$ cat config.mk
export PLATFORM = sky130hd
export DESIGN_NAME = ps2_direction_decoder
export DESIGN_NICKNAME = d
export VERILOG_FILES = /design/src/rtl/ps2_direction_decoder.sv
export SDC_FILE = /design/constraint.sdc
export NUM_CORES = 1
export LEC_CHECK = 0
export ABC_AREA = 1
export BUFFER_PORTS_ARGS = -buffer_cell sky130_fd_sc_hd__buf_2
export CORE_UTILIZATION = 40
export CTS_CLUSTER_DIAMETER = 100
export DETAILED_ROUTE_END_ITERATION = 10
export SLEW_MARGIN = 20
export SYNTH_ARGS = -nofsm -noshare
export SYNTH_HDL_FRONTEND = slang
export SYNTH_SLANG_ARGS = --single-unit
export TNS_END_PERCENT = 100
$ cat constraint.sdc
create_clock -name clk -period 1.4 [get_ports clk]
set_input_delay 0.28 -clock clk [delete_from_list [all_inputs] [get_ports clk]]
set_output_delay 0.28 -clock clk [all_outputs]
set_load 0.05 [all_outputs]
$ cat src/rtl/ps2_direction_decoder.sv
// ps2_direction_decoder
// Receives PS/2 scan-code set 2 frames and turns WASD, arrow and Space make
// codes into the 3-bit direction/reset command for the snake game core.
// The raw pins are synchronised and the PS/2 clock is debounced. An 11-bit
// frame receiver with parity, stop-bit and timeout checks feeds a make,
// break (F0) and extended (E0) decoder.
//
// Build option:
//   NO_REVERSE_EN - drop a make code that would turn the snake 180 degrees.

module ps2_direction_decoder #(
  parameter int FILTER_LEN  = 8,
  parameter int TIMEOUT_CYC = 80000
) (
  input  logic       clk,
  input  logic       rst_n,
  input  logic       ps2_clk,
  input  logic       ps2_data,
  output logic [2:0] direction,
  output logic       key_strobe,
  output logic [7:0] scan_code,
  output logic       scan_valid,
  output logic       frame_err
);

  localparam int FCW = $clog2(FILTER_LEN + 1);
  localparam int TCW = $clog2(TIMEOUT_CYC + 1);

  localparam logic [2:0] DIR_RIGHT = 3'b000;
  localparam logic [2:0] DIR_DOWN  = 3'b001;
  localparam logic [2:0] DIR_LEFT  = 3'b010;
  localparam logic [2:0] DIR_UP    = 3'b011;
  localparam logic [2:0] DIR_IDLE  = 3'b100;

  localparam logic [7:0] CODE_EXT = 8'hE0;
  localparam logic [7:0] CODE_BRK = 8'hF0;

  typedef enum logic [1:0] {
    RX_IDLE,
    RX_DATA,
    RX_PARITY,
    RX_STOP
  } rx_state_t;

  // Map a key byte to a direction. Bit 3 of the result is the hit flag.
  function automatic logic [3:0] map_key(input logic ext, input logic [7:0] code);
    logic [3:0] res;
    res = 4'b0000;
    if (!ext) begin
      case (code)
        8'h1D:   res = {1'b1, DIR_UP};
        8'h1C:   res = {1'b1, DIR_LEFT};
        8'h1B:   res = {1'b1, DIR_DOWN};
        8'h23:   res = {1'b1, DIR_RIGHT};
        8'h29:   res = {1'b1, DIR_IDLE};
        default: res = 4'b0000;
      endcase
    end else begin
      case (code)
        8'h75:   res = {1'b1, DIR_UP};
        8'h6B:   res = {1'b1, DIR_LEFT};
        8'h72:   res = {1'b1, DIR_DOWN};
        8'h74:   res = {1'b1, DIR_RIGHT};
        default: res = 4'b0000;
      endcase
    end
    return res;
  endfunction

  logic [1:0]       clk_sync;
  logic [1:0]       data_sync;
  logic             ps2_clk_s;
  logic             ps2_data_s;
  logic             clk_filt;
  logic [FCW-1:0]   filt_cnt;
  logic             clk_fall;
  rx_state_t        state_q;
  rx_state_t        state_d;
  logic [TCW-1:0]   tmo_cnt;
  logic             tmo_hit;
  logic [7:0]       shift_q;
  logic [2:0]       bit_cnt;
  logic             par_q;
  logic             shift_en;
  logic             par_en;
  logic             frame_good;
  logic             frame_bad;
  logic             brk_q;
  logic             ext_q;
  logic             map_hit;
  logic [2:0]       map_dir;
  logic             make_ok;

  // Two-flop synchronisers; both lines reset to the idle-high bus level.
  always_ff @(posedge clk or negedge rst_n) begin
    if (!rst_n) begin
      // NOTE: sequential state uses non-blocking assignments only, so every
      // flop samples the pre-edge value regardless of statement order.
      clk_sync  <= 2'b11;
      data_sync <= 2'b11;
    end else begin
      clk_sync  <= {clk_sync[0], ps2_clk};
      data_sync <= {data_sync[0], ps2_data};
    end
  end

  assign ps2_clk_s  = clk_sync[1];
  assign ps2_data_s = data_sync[1];

  // Debounce: the filtered clock follows only after FILTER_LEN differing samples.
  always_ff @(posedge clk or negedge rst_n) begin
    if (!rst_n) begin
      clk_filt <= 1'b1;
      filt_cnt <= '0;
      clk_fall <= 1'b0;
    end else begin
      clk_fall <= 1'b0;
      if (ps2_clk_s == clk_filt) begin
        filt_cnt <= '0;
      end else if (filt_cnt == FCW'(FILTER_LEN - 1)) begin
        clk_filt <= ps2_clk_s;
        filt_cnt <= '0;
        clk_fall <= ~ps2_clk_s;
      end else begin
        filt_cnt <= filt_cnt + 1'b1;
      end
    end
  end

  // Mid-frame watchdog, restarted on every filtered falling edge.
  always_ff @(posedge clk or negedge rst_n) begin
    if (!rst_n) begin
      tmo_cnt <= '0;
    end else if (state_q == RX_IDLE || clk_fall || tmo_hit) begin
      tmo_cnt <= '0;
    end else begin
      tmo_cnt <= tmo_cnt + 1'b1;
    end
  end

  assign tmo_hit = (state_q != RX_IDLE) && !clk_fall && (tmo_cnt == TCW'(TIMEOUT_CYC - 1));

  // RX state register.
  always_ff @(posedge clk or negedge rst_n) begin
    if (!rst_n) state_q <= RX_IDLE;
    else        state_q <= state_d;
  end

  // RX next-state logic.
  always_comb begin
    // NOTE: default assignment up front so no path leaves state_d unassigned,
    // which would otherwise infer a latch.
    state_d = state_q;
    case (state_q)
      RX_IDLE:   if (clk_fall && !ps2_data_s)    state_d = RX_DATA;
      RX_DATA:   if (clk_fall && bit_cnt == 3'd7) state_d = RX_PARITY;
      RX_PARITY: if (clk_fall)                   state_d = RX_STOP;
      RX_STOP:   if (clk_fall)                   state_d = RX_IDLE;
      default:                                   state_d = RX_IDLE;
    endcase
    if (tmo_hit) state_d = RX_IDLE;
  end

  // RX output decode: bit capture enables and frame verdicts.
  always_comb begin
    shift_en   = clk_fall && (state_q == RX_DATA);
    par_en     = clk_fall && (state_q == RX_PARITY);
    frame_good = 1'b0;
    frame_bad  = tmo_hit;
    if (clk_fall && state_q == RX_STOP) begin
      frame_good = (^{shift_q, par_q}) && ps2_data_s;
      frame_bad  = !frame_good;
    end
  end

  // Shift register, bit counter and parity capture.
  always_ff @(posedge clk or negedge rst_n) begin
    if (!rst_n) begin
      shift_q <= 8'h00;
      bit_cnt <= 3'd0;
      par_q   <= 1'b0;
    end else begin
      if (state_q == RX_IDLE) bit_cnt <= 3'd0;
      else if (shift_en)      bit_cnt <= bit_cnt + 3'd1;
      if (shift_en) shift_q <= {ps2_data_s, shift_q[7:1]};
      if (par_en)   par_q   <= ps2_data_s;
    end
  end

  // Registered frame results, one cycle after the stop-bit fall.
  always_ff @(posedge clk or negedge rst_n) begin
    if (!rst_n) begin
      scan_code  <= 8'h00;
      scan_valid <= 1'b0;
      frame_err  <= 1'b0;
    end else begin
      scan_valid <= frame_good;
      frame_err  <= frame_bad;
      if (frame_good) scan_code <= shift_q;
    end
  end

  // Make-code acceptance for the byte presented on scan_valid.
  always_comb begin
    {map_hit, map_dir} = map_key(ext_q, scan_code);
    make_ok = scan_valid && !brk_q && map_hit &&
              (scan_code != CODE_EXT) && (scan_code != CODE_BRK);
`ifdef NO_REVERSE_EN
    // Opposite directions differ only in bit 1; Space and the idle state are exempt.
    if (!map_dir[2] && !direction[2] && ((map_dir[1:0] ^ direction[1:0]) == 2'b10))
      make_ok = 1'b0;
`endif
  end

  // Prefix flags, direction register and key strobe.
  always_ff @(posedge clk or negedge rst_n) begin
    if (!rst_n) begin
      brk_q      <= 1'b0;
      ext_q      <= 1'b0;
      direction  <= DIR_IDLE;
      key_strobe <= 1'b0;
    end else begin
      key_strobe <= make_ok;
      if (make_ok) direction <= map_dir;
      if (frame_err) begin
        brk_q <= 1'b0;
        ext_q <= 1'b0;
      end else if (scan_valid) begin
        case (scan_code)
          CODE_EXT: ext_q <= 1'b1;
          CODE_BRK: brk_q <= 1'b1;
          default: begin
            brk_q <= 1'b0;
            ext_q <= 1'b0;
          end
        endcase
      end
    end
  end

endmodule
==> impl_metrics.env <==
export IMPL_whs_path_depth=1
export IMPL_power_internal_mw=3.41
export IMPL_setup_slack_ns=-0.127
export IMPL_switching_share=0.295
export IMPL_slew_violations=0
export IMPL_cts_root_buffer_cell="clkbuf_8"
export IMPL_hold_class="in -> reg"
export IMPL_required_ns=1.64
export IMPL_synth_seq_cells=57
export IMPL_drive_above_1_share=0.457
export IMPL_synthAdderAreaFrac=0.0324
export IMPL_die_x_um=89.9
export IMPL_antenna_found_initial=0
export IMPL_wl_met2_um=3540
export IMPL_start_kind="flip-flop"
export IMPL_gp_congestion=0.869
export IMPL_rows=31
export IMPL_htree_levels=3
export IMPL_p_per_area_nw_per_um2=1090
export IMPL_grt_overflow=0
export IMPL_cts_path_max_buffers=2
export IMPL_drt_iter0_markers=105
export IMPL_slew_limit_headroom=0.754
export IMPL_synth_compound_area_frac=0.0571
export IMPL_synth_enable_flop_cells=0
export IMPL_synth_top_family_by_area="simple AND/OR/NAND/NOR gates"
export IMPL_vias=2706
export IMPL_start_util=0.420
export IMPL_fin_nets=469
export IMPL_synthArstFlopShare=1.00
export IMPL_wl_per_cell_um=12.7
export IMPL_cts_tree="done"
export IMPL_leakagePower_nw=2.13
export IMPL_clock_sinks=57
export IMPL_route_met3_wl_um=169
export IMPL_vias_per_cell=4.82
export IMPL_synth_area_sq_um=3090
export IMPL_dieArea_sq_um=8080
export IMPL_setup_viol=29
export IMPL_netlist_instances=367
export IMPL_tightest_slew_ns=0.367
export IMPL_seq_area_frac_synth=0.464
export IMPL_antenna_left=0
export IMPL_insertion_delay_ns=0.34
export IMPL_dp_slack_ns=-0.124
export IMPL_synthSimpleGateAreaFrac=0.344
export IMPL_route_detailed_drc=0
export IMPL_p_seq_frac=0.396
export IMPL_clk_pin_slew_ns=0.07
export IMPL_io_buffer_count=17
export IMPL_ff2ff_path_depth=10
export IMPL_dp_hpwl_um=4650
export IMPL_synthMuxAreaShare=0
export IMPL_synth_xor_area_share=0.0393
export IMPL_coreArea_sq_um=7370
export IMPL_p_clk_frac=0.346
export IMPL_final_cell_mix="nand2_1, buf_4, dfrtp_1"
export IMPL_synth_cell_type_count=37
export IMPL_die_h_um=89.9
export IMPL_rsz0062_at_grt="true"
export IMPL_dr_pass1_iters=5
export IMPL_diodes=0
export IMPL_layout_commonest_cell="nand2_1"
export IMPL_syn_to_final_growth_pct=43.7
export IMPL_grt_start_max_net_pins=58
export IMPL_p_sw_mw=1.42
export IMPL_holdWs_ns=0.0352
export IMPL_status="finished, violations left"
export IMPL_grt_pass1_vias=2630
export IMPL_cts_inserted_buffers=9
export IMPL_violations="setup timing"
export IMPL_crit_type="reg -> reg"
export IMPL_finalWirelength_um=7110
export IMPL_worstSetupEndpointType="flip-flop"
export IMPL_postSynthAreaPerCell_sq_um=8.42
export IMPL_cp_arrival_ns=1.76
export IMPL_ys_warn_count=0
export IMPL_pwr_share_comb=0.258
export IMPL_irDropWorstVdd_mv=0.630
export IMPL_io_pins=18
export IMPL_wl_met1_um=3300
export IMPL_hold_violations=0
export IMPL_timing_final_crit_share=1.09
export IMPL_crit_path_max_fanout=3
export IMPL_max_cap_viol_count=0
export IMPL_top_layer="met4"
export IMPL_synth_ff_type="dfrtp_1"
export IMPL_fmax_ghz=0.655
export IMPL_finish_utilization=0.603
export IMPL_period_minus_slack_ns=1.53
export IMPL_synth_nets=379
export IMPL_grtUsageTotal=0.178
export IMPL_finClkSkew_ns=0.00867
export IMPL_grt_pass1_wl_um=11600
final timing paths:
check                              from      endpoint  slack, ns
setup / recovery             tmo_cnt[0]   tmo_cnt[11]      -0.13
hold / removal                  ps2_clk   clk_sync[0]       0.04
setup reg to reg             tmo_cnt[0]   tmo_cnt[11]      -0.13
hold reg to reg            data_sync[0]  data_sync[1]       0.36
max in group asynchronous         rst_n  data_sync[1]       0.62
min in group asynchronous         rst_n   filt_cnt[2]       0.46
Yosys cell counts (2+ instances only):
master	number	area, sq um
a21oi_1	11	55.1
clkbuf_1	2	7.51
dfrtp_1	51	1280
dfstp_2	6	158
ha_1	8	100
inv_1	44	165
inv_2	2	7.51
nand2_1	98	368
nand2_2	10	62.6
nand2_4	3	33.8
nand3_1	20	100
nand3_2	5	50.1
nand3_4	2	35.0
nand4_1	11	68.8
nor2_1	28	105
nor2_2	3	18.8
nor2_4	2	22.5
nor3_1	12	60.1
nor3_2	3	30.0
nor3b_1	5	37.5
nor4_1	2	12.5
o21ai_0	13	65.1
o21ai_1	2	10.0
xnor2_1	7	61.3
xor2_1	5	43.8
per-stage QoR:
stage | std cells | setup TNS, ns | power (mW) | instance area [sq um]
final | 561 | -1.99 | 4.83 | 4440
after global routing | 561 | -5.19 | 5.08 | 4440
after CTS | 548 | -1.51 | 4.58 | 4070
after detailed placement | 526 | -1.80 | 2.84 | 3690
after global placement | 526 | -0.689 | 2.81 | 3690
after floorplan | 367 | -0.576 | 2.46 | 3120
critical path, stage by stage (launching register included):
cell and delay [ns]:
dfrtp_1 0.42, buf_6 0.13, nand3_4 0.08, nor2_4 0.15, nand2_4 0.08, nor2_4 0.14, nand2_4 0.07, nor3_4 0.19
nand2_1 0.07, nand2_1 0.06, nor2_1 0.04
cells by family (layout without fill, tap and decap cells):
kind of cell,after synthesis,count (layout)
AO/OA/AOI/OAI,31,31
XOR/XNOR,13,13
adder cells (fa/ha/maj),8,8
buffers and inverters,50,144
flip-flops,57,57
AND/OR/NAND/NOR,208,209
flip-flops by register name, indices dropped and copies added (netlist names), 2 cells and up:
register   cells
state_q        2
scan_code      8
tmo_cnt       17
filt_cnt       4
clk_sync       2
direction      3
shift_q        8
bit_cnt        3
data_sync      2
layout make-up:
type | count | area [sq um]
Tap cell | 99 | 124
Clock buffer | 10 | 128
Timing Repair Buffer | 81 | 661
Fill cell | 636 | 2930
Inverter | 47 | 181
Clock inverter | 6 | 82.6
Multi-Input combinational cell | 261 | 1820
Sequential cell | 57 | 1450
timing repair:
action	in CTS	in global routing
pin swaps	6	24
endpoints found under the hold margin	51	0
setup endpoints to repair	43	48
resized for setup	34	68
cloned	0	2
setup buffers	5	11
hold buffers	1	0
metal layers:
metal  up-vias  GRT usage
met4         0     0.0726
met3         9     0.0389
li1       1374          -
met5         -          0
met1      1296      0.232
met2        27      0.289
power groups by stage:
stage | registers, mW | logic (mW) | clock network, mW
2_1_floorplan | 1.89 | 0.572 | 0
6_report | 1.91 | 1.24 | 1.67
4_1_cts | 1.89 | 0.982 | 1.71
3_3_place_gp | 1.91 | 0.897 | 0
5_1_grt | 1.93 | 1.39 | 1.77
3_5_place_dp | 1.91 | 0.921 | 0
(Power assumes the default switching activity.)
